`src/rtl/led_fade_sequencer.sv`:
```
// led_fade_sequencer: generates 4-bit duty levels for NCH LED channels that
// "breathe" (ramp up, hold high, ramp down, hold low).
// The internal 4-bit frame counter fcnt runs in lockstep with the downstream
// pwmGenerator counters. Duty values change only on the edge where fcnt wraps
// 15->0, so every PWM frame uses a single duty value.
module led_fade_sequencer #(
  parameter int NCH         = 8,
  parameter int STEP_FRAMES = 1024,
  parameter int HOLD_STEPS  = 16
) (
  input  logic             clk,
  input  logic             resetn,
  input  logic             enable,
  input  logic [NCH-1:0]   ch_mask,
  output logic [4*NCH-1:0] level_out,
  output logic             frame_start,
  output logic             busy,
  output logic [2:0]       state_out
);

  localparam int FW = (STEP_FRAMES > 1) ? $clog2(STEP_FRAMES) : 1;
  localparam int HW = (HOLD_STEPS > 1) ? $clog2(HOLD_STEPS) : 1;
  localparam logic [FW-1:0] FRAME_LAST = FW'(STEP_FRAMES - 1);
  localparam logic [HW-1:0] HOLD_LAST  = HW'(HOLD_STEPS - 1);

  typedef enum logic [2:0] {
    S_IDLE    = 3'd0,
    S_UP      = 3'd1,
    S_HOLD_HI = 3'd2,
    S_DOWN    = 3'd3,
    S_HOLD_LO = 3'd4
  } state_t;

  logic [3:0]       fcnt;
  logic [FW-1:0]    frame_cnt;
  logic [HW-1:0]    hold_cnt;
  logic [3:0]       level;
  state_t           state;

  state_t           state_d;
  logic [3:0]       level_d;
  logic [HW-1:0]    hold_d;
  logic [4*NCH-1:0] level_masked;

  logic frame_end;
  logic step_tick;

  assign frame_end = (fcnt == 4'hF);
  assign step_tick = frame_end && (frame_cnt == FRAME_LAST);

  // Free-running PWM frame position, frame-per-step counter and frame_start pulse.
  // frame_start is the registered copy of fcnt==15, so it is high exactly while
  // fcnt==0, but not in the first cycle after reset.
  always_ff @(posedge clk) begin
    if (!resetn) begin
      fcnt        <= 4'd0;
      frame_cnt   <= '0;
      frame_start <= 1'b0;
    end else begin
      fcnt        <= fcnt + 4'd1;
      frame_start <= frame_end;
      if (frame_end) begin
        if (frame_cnt == FRAME_LAST) frame_cnt <= '0;
        else                         frame_cnt <= frame_cnt + FW'(1);
      end
    end
  end

  // Next-state and level decisions; everything holds except on step_tick.
  always_comb begin
    state_d = state;
    level_d = level;
    hold_d  = hold_cnt;
    if (step_tick) begin
      case (state)
        S_IDLE: begin
          if (enable) state_d = S_UP;
        end
        S_UP: begin
          if (!enable) begin
            state_d = S_DOWN;
          end else if (level != 4'hF) begin
            level_d = level + 4'd1;
          end else begin
            state_d = S_HOLD_HI;
            hold_d  = '0;
          end
        end
        S_HOLD_HI: begin
          if (!enable || hold_cnt == HOLD_LAST) state_d = S_DOWN;
          else                                  hold_d  = hold_cnt + HW'(1);
        end
        S_DOWN: begin
          if (level != 4'h0) begin
            level_d = level - 4'd1;
          end else if (enable) begin
            state_d = S_HOLD_LO;
            hold_d  = '0;
          end else begin
            state_d = S_IDLE;
          end
        end
        S_HOLD_LO: begin
          if (!enable)                   state_d = S_IDLE;
          else if (hold_cnt == HOLD_LAST) state_d = S_UP;
          else                           hold_d  = hold_cnt + HW'(1);
        end
        default: begin
          state_d = S_IDLE;
          level_d = 4'h0;
          hold_d  = '0;
        end
      endcase
    end
  end

  // Per-channel gating of the level that will be in force for the next frame.
  always_comb begin
    level_masked = '0;
    for (int i = 0; i < NCH; i++) begin
      level_masked[4*i +: 4] = ch_mask[i] ? level_d : 4'h0;
    end
  end

  // FSM state plus registered outputs; level_out and the mask sample only at the
  // 15->0 frame boundary so a new duty starts at counter 0 of the next frame.
  always_ff @(posedge clk) begin
    if (!resetn) begin
      state     <= S_IDLE;
      level     <= 4'h0;
      hold_cnt  <= '0;
      level_out <= '0;
      busy      <= 1'b0;
      state_out <= 3'd0;
    end else begin
      state     <= state_d;
      level     <= level_d;
      hold_cnt  <= hold_d;
      busy      <= (state_d != S_IDLE);
      state_out <= state_d;
      if (frame_end) level_out <= level_masked;
    end
  end

endmodule
```
`config.mk`:
```
export PLATFORM = sky130hd
export DESIGN_NAME = led_fade_sequencer
export DESIGN_NICKNAME = d
export VERILOG_FILES = /design/src/rtl/led_fade_sequencer.sv
export SDC_FILE = /design/constraint.sdc
export NUM_CORES = 1
export LEC_CHECK = 0
export ABC_AREA = 1
export CAP_MARGIN = 10
export CORE_MARGIN = 8
export CORE_UTILIZATION = 52
export CTS_CLUSTER_SIZE = 16
export DETAILED_ROUTE_END_ITERATION = 10
export PLACE_DENSITY = 0.78
export SYNTH_ARGS = -nofsm -noshare
export SYNTH_HDL_FRONTEND = slang
export SYNTH_SLANG_ARGS = --single-unit
```
`constraint.sdc`:
```
create_clock -name clk -period 2 [get_ports clk]
set_clock_uncertainty 0.1 [all_clocks]
set_input_delay 0.2 -clock clk [delete_from_list [all_inputs] [get_ports clk]]
set_output_delay 0.2 -clock clk [all_outputs]
set_load 0.01 [all_outputs]
```
Word-level counts from Yosys, hierarchy flattened
Cells that the tools add are included.
- bits of input ports: 11
- word-level logic and storage cells: 69
- output and inout bits: 37
- register bits after elaboration: 59
- add/sub/neg operators: 5
- bitwise gates (word level): 1
- equal/unequal tests: 15
- multiplexer cells: 32
- reduce and logical (&&, ||, !) cells: 8
- operators by type and width (kind ; number):
    two-way mux 4 bit ; 19
    two-way mux 3 bit ; 9
    one-hot mux 4 bit (5 select lines) ; 1
    one-hot mux 3 bit (5 select lines) ; 1
    != test 2 bit (second input constant) ; 7
    adder 4 x 1 -> 4 bit (second input constant) ; 3
    one-hot mux 4 bit (3 select lines) ; 1
    adder 10 x 1 -> 10 bit (second input constant) ; 1
    == test 10 bit (second input constant) ; 1
    two-way mux 10 bit ; 1
    AND reduction 9 bit ; 1
    == test 4 bit (second input constant) ; 2
    == test 3 x 2 -> 1 bit (second input constant) ; 2
    != test 4 bit (second input constant) ; 1
    nonzero test 4 bit ; 1
    subtractor 4 x 1 -> 4 bit (second input constant) ; 1
    == test 3 x 1 -> 1 bit (second input constant) ; 1
    == test 3 bit (second input constant) ; 1
    logical NOT 3 bit ; 1
    nonzero test 3 bit ; 1
    OR reduction 3 bit ; 1
    logical AND 1 bit ; 1
    logical NOT 1 bit ; 1
    logical OR 1 bit ; 1
    inverter 1 bit ; 1

Longest topological paths before layout
- depth in word-level cells: 6
- mapped depth: 12
- mapped depth without buffers: 12

Least setup slack after synthesis
OpenSTA, ideal clock, no wires.
- path kind: flip-flop to flip-flop
- start: reg fcnt[0]
- end: reg level_out[16]
- setup time: 0.060 ns
- buffers on the path: 0
- period minus slack after synthesis: 1.602 ns
- slack: 0.398 ns
- cell stages (with the launch flop): 12
- data required time: 1.840 ns
- arrival: 1.443 ns
- cell sequence: dfxtp_1 ha_1 nand2_2 nor2_4 inv_2 nor2_2 nand3_2 o21ai_2 nand2_1 nor2_4 nand2_1 nand2_1
- cells in the longest elaborated chain, start to end: 4
- ends and longest elaborated chain (element ; line ; RTL):
    from (decl) ; 34 ; logic [3:0] fcnt;
    from (signal assigned) ; 60 ; fcnt <= fcnt + 4'd1;
    == test 4 bit (*) ; 48 ; assign frame_end = (fcnt == 4'hF);
    logical AND 1 bit ; 49 ; assign step_tick = frame_end && (frame_cnt == FRAME_LAST);
    two-way mux 4 bit ; 74 ; if (step_tick) begin
    two-way mux 4 bit ; 121 ; level_masked[4*i +: 4] = ch_mask[i] ? level_d : 4'h0;
    to (signal assigned) ; 141 ; if (frame_end) level_out <= level_masked;
    to (decl) ; 15 ; output logic [4*NCH-1:0] level_out,
Mark *: on every way between the ends. The rest lies on a longest branch, timed or not.
A chain may end at the register's enable or synchronous reset.

Worst setup path in the final report
- start: reg fcnt[1]
- end: reg level_out[8]
The elaborated chain is that of the path after synthesis.

==> out/qor.csv <==
metric,value,unit
fillers,458,
num_rows,26,
syn_inst,382,
cp_common_cell,nor2_4,
multi_input_area,0.00137,sq mm
critPathBufInv,1,
portBuffers,47,
period_minus_slack,1.82,ns
ff2ff_path_depth,11,
htreeDepth,3,
setup_viol,0,
layout_common_cells,"nand2_1, dfxtp_1, nand3_1, clkdlybuf4s50_1, inv_1",
drt-total-wl,7070,microns
status,"finished, final reports clean",
cts.sinks,59,
dieArea,0.00784,sq mm
rrSetupSlack,0.18,ns
cts_buffer_depth,2,
diodes,0,
core,0.00511,sq mm
drv_slew,0,
leakagePower,1.45,nW
drive_gt1_share,12.2,%
finalHoldViolCount,0,
nets,453,
met2_wirelength,3290,microns
crit_start,fcnt[1],
ant_nets,0,
cts-hold-fix-buffers,0,
vias,2694,
ys_seq_elements,59,
wl_met1,3150,microns
firstDrtPassIters,4,
fin_crit_sh,91.2,%
cp.depth,11,
fin_area,0.00358,sq mm
cts_root_buffer,clkbuf_8,
synth_seq_area_share,43.2,%
worst_pin_slew,0.428,ns
arrival,2.01,ns
synth.cell_area,0.00274,sq mm
placed_area,0.00329,sq mm
critPathKind,reg -> reg,
critPathMaxStageDelay,0.34,ns
grt_start_max_net_pins,44,
fp.dieH,88.5,microns
hold_depth,1,
gp_congestion,0.864,
cp-start-kind,flip-flop,
post-route-util,70.1,%
maxCapViolations,0,
dpl.hpwl,5040,microns
dr_wl_met3,516,microns
grt_pass1_wl,11800,microns
path_delay_family,simple AND/OR/NAND/NOR gates,
io_pins,48,
slowest_stage,dfxtp_1,
synthMuxAreaShare,0,%
start_util,53.6,%
synthesis.nets,398,
r2r-end,level_out[8],
highest_layer,met4,
syn_area_per_cell,7.16,sq um
worstPathMaxFanout,11,
maxSlewHeadroom,71.5,%
grt_pass1_vias,2603,
fmax,0.548,GHz
synth_compound_area_share,8.65,%
irDropWorstVdd,0.000587,V
critPathRequiredTime,2.19,ns
synth_top_family_by_area,simple AND/OR/NAND/NOR gates,
grt.overflow.total,0,
avgViaCountPerCell,5.26,
p_per_area,695,mW/mm^2
hp-class,reg -> reg,
seqCellArea,0.00118,sq mm
syn_to_final_growth,30.9,%
cts_made_buffers,9,
tritoncts,done,
crit_end,level_out[8],
wire_per_inst,13.8,microns
synthXorXnorAreaFrac,2.24,%
cts.clk_slew.worst_paths,0.07,ns
die_w,88.5,microns
drc,0,
reg2reg_from,fcnt[1],
crit_path_end_kind,flip-flop,
track_usage,19.4,%
final_common_cell,nand2_1,
crit_chain,ha_2 -> nand2_2 -> nor2_4 -> inv_4 -> nor2_4 -> nand3_4 -> o21ai_2 -> nand2_2 -> nor2_4 -> nand2_1 -> nand2_1,
ys_types,31,
rsz0062_at_grt,true,
synth_fa_ha_area_share,2.29,%
clk_latency,0.34,ns
synth_warnings,0,
drtIter0Drc,115,
synth-simple-area-share,35.9,%
antenna_found_initial,0,
==> worst min-delay path by stage <==
stage	slack, ns	end	start
global route	0.34	fcnt[0]	fcnt[0]
detailed placement	0.34	fcnt[0]	fcnt[0]
global placement	0.33	fcnt[0]	fcnt[0]
floorplan	0.28	state[2]	enable
CTS	0.35	fcnt[0]	fcnt[0]
finish	0.32	fcnt[0]	fcnt[0]
==> worst register-to-register path: cells and delay by family (launching register included) <==
family          cells  cell delay [ns]
simple gates        8             0.88
flops               1             0.34
fa+ha+maj           1             0.19
compound gates      1             0.19
buf+inv             1             0.08
==> routing by layer <==
metal  vias up  track usage (%)
met5         -                0
met4         0             9.06
met3         8             6.69
met2        81             30.8
met1      1240             22.8
li1       1365                -
==> cells in the mapped netlist (all sizes together) <==
library cell / number / area, sq um
nand2: 96 / 370
dfxtp: 59 / 1180
nand3: 49 / 255
inv: 44 / 165
nor2: 35 / 164
o21ai: 29 / 149
nand4: 18 / 119
a21oi: 13 / 65.1
nor3: 8 / 45.0
buf: 6 / 25.0
xor2: 6 / 52.6
clkbuf: 5 / 18.8
ha: 5 / 62.6
nor3b: 2 / 15.0
a211oi: 1 / 7.51
and2: 1 / 6.26
clkinv: 1 / 3.75
o211ai: 1 / 7.51
o21a: 1 / 7.51
or2: 1 / 6.26
xnor2: 1 / 8.76
==> flip-flops by register name, summed over array words and instances, names as in the netlist <==
signal,flops
fcnt,4
state,3
busy,1
frame_start,1
level,4
hold_cnt,4
frame_cnt,10
level_out,32
==> per-stage QoR <==
stage | hold WS, ns | power (W) | setup WS (ns) | cells | setup TNS [ns]
finish | 0.317 | 0.00249 | 0.175 | 512 | 0
global route | 0.339 | 0.00255 | -0.00135 | 512 | -0.00135
floorplan | 0.278 | 0.00124 | 0.398 | 382 | 0
detailed placement | 0.342 | 0.00127 | 0.119 | 494 | 0
CTS | 0.352 | 0.00251 | 0.111 | 510 | 0
global placement | 0.333 | 0.00127 | 0.123 | 494 | 0
==> what timing repair did <==
item	CTS	global route
resized for setup	0	9
endpoints found under the setup margin	0	24
buffers inserted	0	2
==> where the power goes <==
group / total (W) / internal [W] / leakage (nW) / switching, W
Combinational: 0.0000633 / 0.0000277 / 0.866 / 0.0000356
Sequential: 0.00118 / 0.00118 / 0.477 / 0.00000325
Clock: 0.00124 / 0.000735 / 0.108 / 0.000508
Total: 0.00249 / 0.00194 / 1.45 / 0.000547
==> logic make-up after synthesis <==
logic type | count (synthesis)
and+or+nand+nor | 210
buffers and inverters | 56
adders and majority gates | 5
AOI/OAI and AO/OA | 45
xor gates and xnor gates | 7
DFF | 59
==> final cells by class <==
cell class                 instances  area share, %
multi-input combinational        267           38.2
inverter                          45           4.79
timing repair buffer              55           15.2
sequential                        59           33.1
tap                               70           2.45
clock inverter                     6           2.48
clock buffer                      10           3.84
Power figures use the tool's default switching activity.
